File: config.mk
export PLATFORM = sky130hd
export DESIGN_NAME = int_div_core
export DESIGN_NICKNAME = d
export VERILOG_FILES = /design/src/rtl/int_div_core.sv
export SDC_FILE = /design/constraint.sdc
export NUM_CORES = 1
export LEC_CHECK = 0
export CAP_MARGIN = 20
export CORE_MARGIN = 3
export CORE_UTILIZATION = 41
export CTS_CLUSTER_DIAMETER = 50
export CTS_CLUSTER_SIZE = 28
export DETAILED_ROUTE_END_ITERATION = 8
export SLEW_MARGIN = 15
export SYNTH_ARGS = -nofsm -noshare
export SYNTH_HDL_FRONTEND = slang
export SYNTH_SLANG_ARGS = --single-unit
File: constraint.sdc
create_clock -name clk -period 2.61 [get_ports clk]
set_clock_uncertainty 0.1 [all_clocks]
set_input_delay 0.3915 -clock clk [delete_from_list [all_inputs] [get_ports clk]]
set_output_delay 0.3915 -clock clk [all_outputs]
set_load 0.005 [all_outputs]
File: src/rtl/int_div_core.sv
// int_div_core: sequential unsigned restoring divider, one quotient bit per clock.
// Results and status are registered; start is accepted in IDLE and FIN only.
`default_nettype none

module int_div_core #(
   parameter int WIDTH = 8
) (
   input  logic             clk,
   input  logic             rst_n,
   input  logic             start,
   input  logic [WIDTH-1:0] dividend,
   input  logic [WIDTH-1:0] divisor,
   output logic [WIDTH-1:0] quotient,
   output logic [WIDTH-1:0] remainder,
   output logic             busy,
   output logic             done,
   output logic             div_by_zero
);

   localparam int            CW     = $clog2(WIDTH + 1);
   localparam logic [CW-1:0] LAST   = CW'(WIDTH);
   localparam logic [1:0]    S_IDLE = 2'd0;
   localparam logic [1:0]    S_RUN  = 2'd1;
   localparam logic [1:0]    S_FIN  = 2'd2;

   logic [1:0]       state;
   logic [CW-1:0]    cnt;
   logic [WIDTH-1:0] dvd;
   logic [WIDTH-1:0] dsr;
   logic [WIDTH-1:0] rem;
   logic             zero_div;

   logic [WIDTH:0]   rem_ext;
   logic [WIDTH:0]   diff;
   logic             ge;
   logic [WIDTH-1:0] rem_next;

   // One extra bit on the trial subtraction keeps the shifted-out MSB of rem.
   always_comb begin
      rem_ext  = {rem, dvd[WIDTH-1]};
      diff     = rem_ext - {1'b0, dsr};
      ge       = (rem_ext >= {1'b0, dsr});
      rem_next = ge ? diff[WIDTH-1:0] : rem_ext[WIDTH-1:0];
   end

   assign busy = (state == S_RUN);

   always_ff @(posedge clk or negedge rst_n) begin
      if (!rst_n) begin
         state       <= S_IDLE;
         cnt         <= '0;
         dvd         <= '0;
         dsr         <= '0;
         rem         <= '0;
         zero_div    <= 1'b0;
         quotient    <= '0;
         remainder   <= '0;
         done        <= 1'b0;
         div_by_zero <= 1'b0;
      end else begin
         done <= 1'b0;
         case (state)
            S_IDLE, S_FIN: begin
               if (start) begin
                  dvd         <= dividend;
                  dsr         <= divisor;
                  rem         <= '0;
                  cnt         <= '0;
                  zero_div    <= (divisor == '0);
                  quotient    <= '0;
                  remainder   <= '0;
                  div_by_zero <= 1'b0;
                  state       <= S_RUN;
               end else begin
                  state <= S_IDLE;
               end
            end
            S_RUN: begin
               if (zero_div) begin
                  quotient    <= '1;
                  remainder   <= dvd;
                  div_by_zero <= 1'b1;
                  done        <= 1'b1;
                  state       <= S_FIN;
               end else if (cnt == LAST) begin
                  // Quotient bits have been shifted into dvd as its MSBs left.
                  quotient  <= dvd;
                  remainder <= rem;
                  done      <= 1'b1;
                  state     <= S_FIN;
               end else begin
                  rem <= rem_next;
                  dvd <= {dvd[WIDTH-2:0], ge};
                  cnt <= cnt + 1'b1;
               end
            end
            default: state <= S_IDLE;
         endcase
      end
   end

endmodule

`default_nettype wire
======== Yosys cells after proc, flatten, opt, wreduce, memory -nomap -nowiden ========
Cells that the tools add are included.
W data, S select, Z words.
storage, ports and cells
  input port bits ......................... 19
  flip-flop bits (word level) ............. 49
cells by class
  reduce and logical (&&, ||, !) cells .... 8
  eq/ne operators ......................... 8
  $lt $le $gt $ge ......................... 1
  multiplexer cells ....................... 29
  $add $sub $neg .......................... 2
operator list
  kind                   count
  $mux W8                11
  $pmux W8 S2            4
  $mux W4                3
  $ge A9 B8 Y1           1
  $logic_not A8 Y1       1
  $pmux W4 S2            1
  $sub A8 B8 Y8          1
  $mux W1                6
  $ne A2 B2 Y1 const B   3
  $reduce_and A3 Y1      2
  $add A4 B1 Y4 const B  1
  $eq A4 B4 Y1 const B   1
  $mux W2                2
  $pmux W2 S2            1
  $reduce_and A4 Y1      1
  $ne A3 B1 Y1 const B   1
  $eq A2 B1 Y1 const B   1
  $eq A2 B2 Y1 const B   1
  $logic_not A2 Y1       1
  $ne A2 B1 Y1 const B   1
  $pmux W1 S2            1
  $reduce_and A2 Y1      1
  $reduce_bool A2 Y1     1
  $reduce_or A2 Y1       1

======== Logic depth before layout (Yosys ltp) ========
Gate-level depths: netlist of the first run.
  word-level depth ........................ 5
  depth in mapped cells ................... 10
  gate-level depth less buffers ........... 8

======== Worst setup path after synthesis of the first run ========
No wires, ideal clock.
  kind .................................... register to register
  start ................................... register rem[3]
  end ..................................... register rem[4]
  period minus slack after synthesis ...... 2.015 ns
  cell stages (with the launch flop) ...... 8
  arrival ................................. 1.794 ns
  slack ................................... 0.595 ns
  setup time .............................. 0.122 ns
  path through ............................ dfrtp_1 -> ha_1 -> a21oi_2 -> and2_4 -> o221ai_2 -> buf_6 -> or3_1 -> a32o_1
between the ends
  cells in the longest elaborated chain, start to end .. 5
  elaborated cells between the ends (all ways) .. 6
  classes of those cells .................. 1 x add/sub; 1 x order compare; 4 x mux
ends and longest elaborated chain
  element                                        line    text
  start, declared                                30      logic [WIDTH-1:0] rem;
  start signal, assigned                         92      rem <= rem_next;
  $sub A8 B8 Y8 or $ge A9 B8 Y1 (tied branches)  41, 42
  $mux W8 (*)                                    43      rem_next = ge ? diff[WIDTH-1:0] : rem_ext[WIDTH-1:0];
  $mux W8 (*)                                    85      end else if (cnt == LAST) begin
  $mux W8 (*)                                    79      if (zero_div) begin
  $pmux W8 S2 (*)                                62      case (state)
Mark *: on every way between the ends. The rest lies on a longest branch, timed or not. The select of a mux whose other input is x is not followed.
A chain may end at the register's enable or synchronous reset.

======== Worst setup path after layout of the first run ========
  start ................................... register rem[2]
  end ..................................... register rem[3]
The elaborated chain is that of the path after synthesis.

==> metrics.txt, run 1 <==
DR pass1 iterations=4; area leader, netlist=dfrtp_1; Synth cell types=39; Post-Syn Area=2580 um2; multi-input logic area=1200 um2; normalized max-slew margin=0.323; Worst-Skew Late Latency=0.31 ns; share of layout cells above drive strength 1=0.0779; Die Y=85.4 um; hold_buf cts=0; Syn Nets=316; Core Area=6030 um2; Remaining Overflow, GRT=0; via count=2,067; path type of the worst min-delay path=input pin to async pin; Layout area overhead=20.0%; setup_tns=0 ns; Seq. cell area=1230 um2; Tmin final=2.27 ns; Overall Global Routing Usage=0.168; RSZ-0062 raised after global routing=no; Inserted Diodes=0; Starting Density=0.429; I/O Pins=38; top cell type's share of synthesized area=0.475; Setup violations, final=0; CTS tree=done; Final period util=0.868; max-slew violations=0; worst r2r dst=rem[3]; RePlAce Congestion=0.747; DR vias/cell=5.22; status=complete, no violations; CTS resizes=0; Routed wire per std cell=14.4 um; worst slew pin tran=1.01 ns; die area=7290 um2; vias in the first global route=1,917; FILL cells=582; Final #Nets=350; Die W=85.4 um; H-tree levels=2; Post-CTS Setup Repair Bufs=0; largest net degree at the start of global routing=50; Arrival @ worst endpoint=2.34 ns; Mapped Cells=286; CP required=2.68 ns; design area=3100 um2; clock-pin transition on the worst setup and hold timing paths=0.10 ns; internal reg-to-reg setup slack=0.34 ns; average cell area after synthesis=9.03 um2; total of max-cap violations=0; clock tree buffer depth=2; DRC=0; final wirelength=5690 um; Synth top cells by count=nand2_1 (55), dfrtp_1 (49), o21ai_0 (33), nor2_1 (18), inv_1 (17); Hold Violations, Final=0; DR iter-0 viols=85; PwrDens=1370 nW/um2; number of placement rows=28; clk sinks=49; Final Power=4260 uW; dpl hpwl=4180 um; dominant synthesized flop cell=dfrtp_1; Post-synth ARST share=1.00; post-route ant nets=0; maximum VDD drop=0.630 mV; initial antenna violation count=0; first-pass GRT wire length=9740 um; Leak=0.00132 uW; number of CTS-inserted buffers=5; root buf cell=clkbuf_8; Worst Setup Path Type=register to register; Reg2Reg Depth=6; worst r2r src=rem[2]; Yosys reg bits=49; cell with the most instances after synthesis=nand2_1; max frequency=441 MHz; Port Buf Inserts=37; Placement Cell Area=3010 um2; CP max FO=11; Worst Setup End Kind=register; Seq/Total Area, Yosys=0.475; largest cells by area after synthesis=dfrtp_1 (47%), nand2_1 (8.0%), o21ai_0 (6.4%), ha_1 (4.8%), o31ai_1 (3.5%); number of synthesized flops with an enable pin=0; startpoint types=register; YS warnings=0
## sequential cells by signal, indices dropped and copies added, names as in the netlist
register / flops
cnt: 4
div_by_zero: 1
done: 1
dsr: 8
dvd: 8
quotient: 8
rem: 8
remainder: 8
state: 2
zero_div: 1
## worst max-delay path by stage
stage / start / end / slack, ns / cells past startpoint
2_1_floorplan: rem[3] / rem[4] / 0.59 / 7
3_3_place_gp: start / quotient[3] / 0.33 / 4
3_5_place_dp: start / quotient[7] / 0.33 / 4
4_1_cts: rem[3] / rem[6] / 0.36 / 6
5_1_grt: cnt[0] / quotient[7] / 0.1 / 6
6_report: rem[2] / rem[3] / 0.34 / 6
## routing by layer
metal  global-route usage  up-vias  routed length (um)
met4               0.0561        0                  82
met1                0.247      962                2940
li1                     -     1057                   -
met2                0.248       39                2440
met3               0.0330        9                 231
met5                    0        -                   0
## layout make-up
| cell class | count | share of cell area |
|---|---|---|
| Clock buffer | 5 | 0.0222 |
| Clock inverter | 3 | 0.00726 |
| Inverter | 18 | 0.0218 |
| Multi-Input combinational cell | 202 | 0.388 |
| Sequential cell | 49 | 0.395 |
| Tap cell | 75 | 0.0303 |
| Timing Repair Buffer | 44 | 0.135 |
## per-stage QoR
step | instances | hold WS (ns) | setup slack (ns) | utilization
2_1_floorplan | 286 | -0.00409 | 0.595 | -
3_3_place_gp | 388 | 0.362 | 0.329 | 0.500
3_5_place_dp | 388 | 0.370 | 0.329 | 0.500
4_1_cts | 396 | 0.100 | 0.361 | 0.515
5_1_grt | 396 | 0.124 | 0.0973 | 0.515
6_report | 396 | 0.0705 | 0.345 | 0.515
## power by group
group          switching [uW]  total, uW  internal, uW
clock                     272        463           191
sequential                263       1380          1120
combinational            1300       2420          1120
total                    1840       4260          2430
## logic make-up (layout without fill, tap and decap cells)
family | count (synthesis) | in the layout | synth area share
compound gates | 76 | 76 | 0.185
simple gates | 100 | 100 | 0.169
buf+inv | 35 | 70 | 0.0600
xor+xnor | 7 | 7 | 0.0237
flops | 49 | 49 | 0.475
mux | 8 | 8 | 0.0310
fa+ha+maj | 11 | 11 | 0.0562
## cell usage in the layout (no fill, tap or decap), types with 7 or more instances in the layout
| cell | n |
|---|---|
| o31ai_1 | 12 |
| nor2_1 | 17 |
| ha_1 | 10 |
| clkdlybuf4s50_1 | 36 |
| a31oi_1 | 9 |
| a21oi_1 | 7 |
| nand2_1 | 55 |
| buf_4 | 7 |
| inv_1 | 17 |
| nand3_1 | 10 |
| dfrtp_1 | 49 |
| mux2i_1 | 8 |
| o21ai_0 | 33 |
## worst max-delay path, cell delays in order, from the launching register on
cell      delay [ns]
dfrtp_1         0.45
ha_1            0.40
nand3_1         0.12
and2_4          0.17
o221ai_2        0.42
or2_1           0.33
o211ai_1        0.15
(Power assumes the default switching activity.)
==> run 2: changes to the inputs <==
CTS_CLUSTER_SIZE = 14   (was 28)
==> results of run 2 <==
No change in the layout: final DEF, timing and power equal those of run 1.
==> run 3: changes to the inputs <==
ABC_CLOCK_PERIOD_IN_PS = 2610   (was default)
CORE_ASPECT_RATIO = 0.6   (was default)
==> run 3 against run 2 <==
  * Critical endpoint is now busy
  * Largest cell class unchanged
  * Combinational power barely moved
  * Via count rose by 1.9%
  * First-iteration DRC count fell by 13%
==> metrics.txt, run 3 (same netlist as run 1, synthesis figures left out) <==
status=complete, no violations (unchanged); path type of the worst min-delay path=input pin to async pin (unchanged); normalized max-slew margin=0.563 (was 0.323); RSZ-0062 raised after global routing=no (unchanged); die area=7320 um2 (was 7290 um2); commonest non-fill, non-tap cell in the layout=nand2_1 (unchanged); Hold Violations, Final=0 (unchanged); Routed wire per std cell=15.2 um (was 14.4 um); worst slew pin tran=0.654 ns (was 1.01 ns); max frequency=432 MHz (was 441 MHz); Worst-Skew Late Latency=0.29 ns (was 0.31 ns); final wirelength=6070 um (was 5690 um); maximum VDD drop=0.514 mV (was 0.630 mV); FILL cells=568 (was 582); Final #Nets=350 (unchanged); largest net degree at the start of global routing=50 (unchanged); Layout area overhead=20.3% (was 20.0%); H-tree levels=2 (unchanged); CP max FO=19 (was 11); Starting Density=0.443 (was 0.429); worst r2r src=dvd[7] (was rem[2]); internal reg-to-reg setup slack=0.30 ns (was 0.34 ns); DR iter-0 viols=74 (was 85); first-pass GRT wire length=9960 um (was 9740 um); DP Cell Count=393 (was 388); max-slew violations=0 (unchanged); via count=2,107 (was 2,067); PwrDens=1380 nW/um2 (was 1370 nW/um2); CTS tree=done (unchanged); CP required=2.12 ns (was 2.68 ns); startpoint types=register (unchanged); crit path from=state[1] (was rem[2]); number of placement rows=21 (was 28); Finished Layout Cells=400 (was 396); Die Y=67.5 um (was 85.4 um); share of layout cells above drive strength 1=0.0719 (was 0.0779); Arrival @ worst endpoint=1.83 ns (was 2.34 ns); Remaining Overflow, GRT=0 (unchanged); hold_buf cts=0 (unchanged); Die W=108 um (was 85.4 um); dpl hpwl=4500 um (was 4180 um); Worst Setup End Kind=output port (was register); post-route ant nets=0 (unchanged); Leak=0.00132 uW (about the same); DR pass1 iterations=4 (unchanged); Post-CTS Setup Repair Bufs=0 (unchanged); Reg2Reg Depth=8 (was 6); Tmin final=2.32 ns (was 2.27 ns); Port Buf Inserts=37 (unchanged); setup_tns=0 ns (unchanged); clock tree buffer depth=2 (unchanged); initial antenna violation count=0 (unchanged); Core Area=5830 um2 (was 6030 um2); root buf cell=clkbuf_8 (unchanged); number of CTS-inserted buffers=5 (unchanged); DR vias/cell=5.27 (was 5.22); Setup violations, final=0 (unchanged); Overall Global Routing Usage=0.178 (was 0.168); I/O Pins=38 (unchanged); Final period util=0.888 (was 0.868); clock-pin transition on the worst setup and hold timing paths=0.09 ns (was 0.10 ns); total of max-cap violations=0 (unchanged); vias in the first global route=1,951 (was 1,917); RePlAce Congestion=0.855 (was 0.747); Worst Setup Path Type=register to output port (was register to register); CTS resizes=0 (unchanged); most frequent cells in the layout=nand2_1 (55), dfrtp_1 (49), clkdlybuf4s50_1 (36), o21ai_0 (33) (unchanged); clk sinks=49 (unchanged); DRC=0 (unchanged); Inserted Diodes=0 (unchanged); worst r2r dst=rem[6] (was rem[3])
-- run 3: cell types whose count changed in the layout (fill, tap and decap cells not counted) --
| cell | before | now |
|---|---|---|
| clkinv_2 | 1 | 0 |
| nor2_4 | 1 | 2 |
| nor2_2 | 1 | 0 |
| clkbuf_8 | 5 | 6 |
| clkinv_4 | 2 | 0 |
| clkbuf_1 | 0 | 1 |
-- run 3: worst max path at each step --
stage	endpoint	cells after the start
finish	busy	4
global route	busy	4
CTS	busy	4
detailed placement	quotient[1]	4
global placement	quotient[6]	4
floorplan	rem[4]	7
-- run 3: power by group --
group	internal [uW]	leakage, uW	total [uW]	switching [uW]
logic	1120	0.000667	2450	1330
registers	1120	0.000611	1400	277
clock network	211	0.0000443	455	244
-- run 3: routing by layer --
metal | vias up | track usage | wire length [um]
met5 | - | 0 | 0
met4 | 0 | 0.0283 | 19
met3 | 2 | 0.0439 | 356
met2 | 48 | 0.239 | 2360
met1 | 997 | 0.288 | 3340
li1 | 1060 | - | -
-- run 3: per-stage QoR --
step / hold slack [ns] / power, uW / utilization / cell area, um2 / setup slack [ns]
floorplan: -0.00409 / 3130 / - / 2580 / 0.595
global placement: 0.364 / 3810 / 0.517 / 3020 / 0.329
detailed placement: 0.370 / 3850 / 0.517 / 3020 / 0.276
CTS: 0.110 / 4310 / 0.532 / 3100 / 0.273
global route: 0.131 / 4720 / 0.533 / 3110 / 0.114
finish: 0.0881 / 4300 / 0.533 / 3110 / 0.293
-- run 3: critical path, cell delays in order, from the launching register on --
cell and delay, ns:
dfrtp_1 0.36, nand2b_1 0.28, inv_1 0.12, buf_4 0.23
clkdlybuf4s50_1 0.54
-- run 3: final cells by class --
cell class                      count  area (um2)  share of cell area
Clock buffer                        7        86.3              0.0278
Inverter                           18        67.6              0.0217
Multi-Input combinational cell    202        1210               0.389
Sequential cell                    49        1230               0.395
Tap cell                           80         100              0.0322
Timing Repair Buffer               44         418               0.134
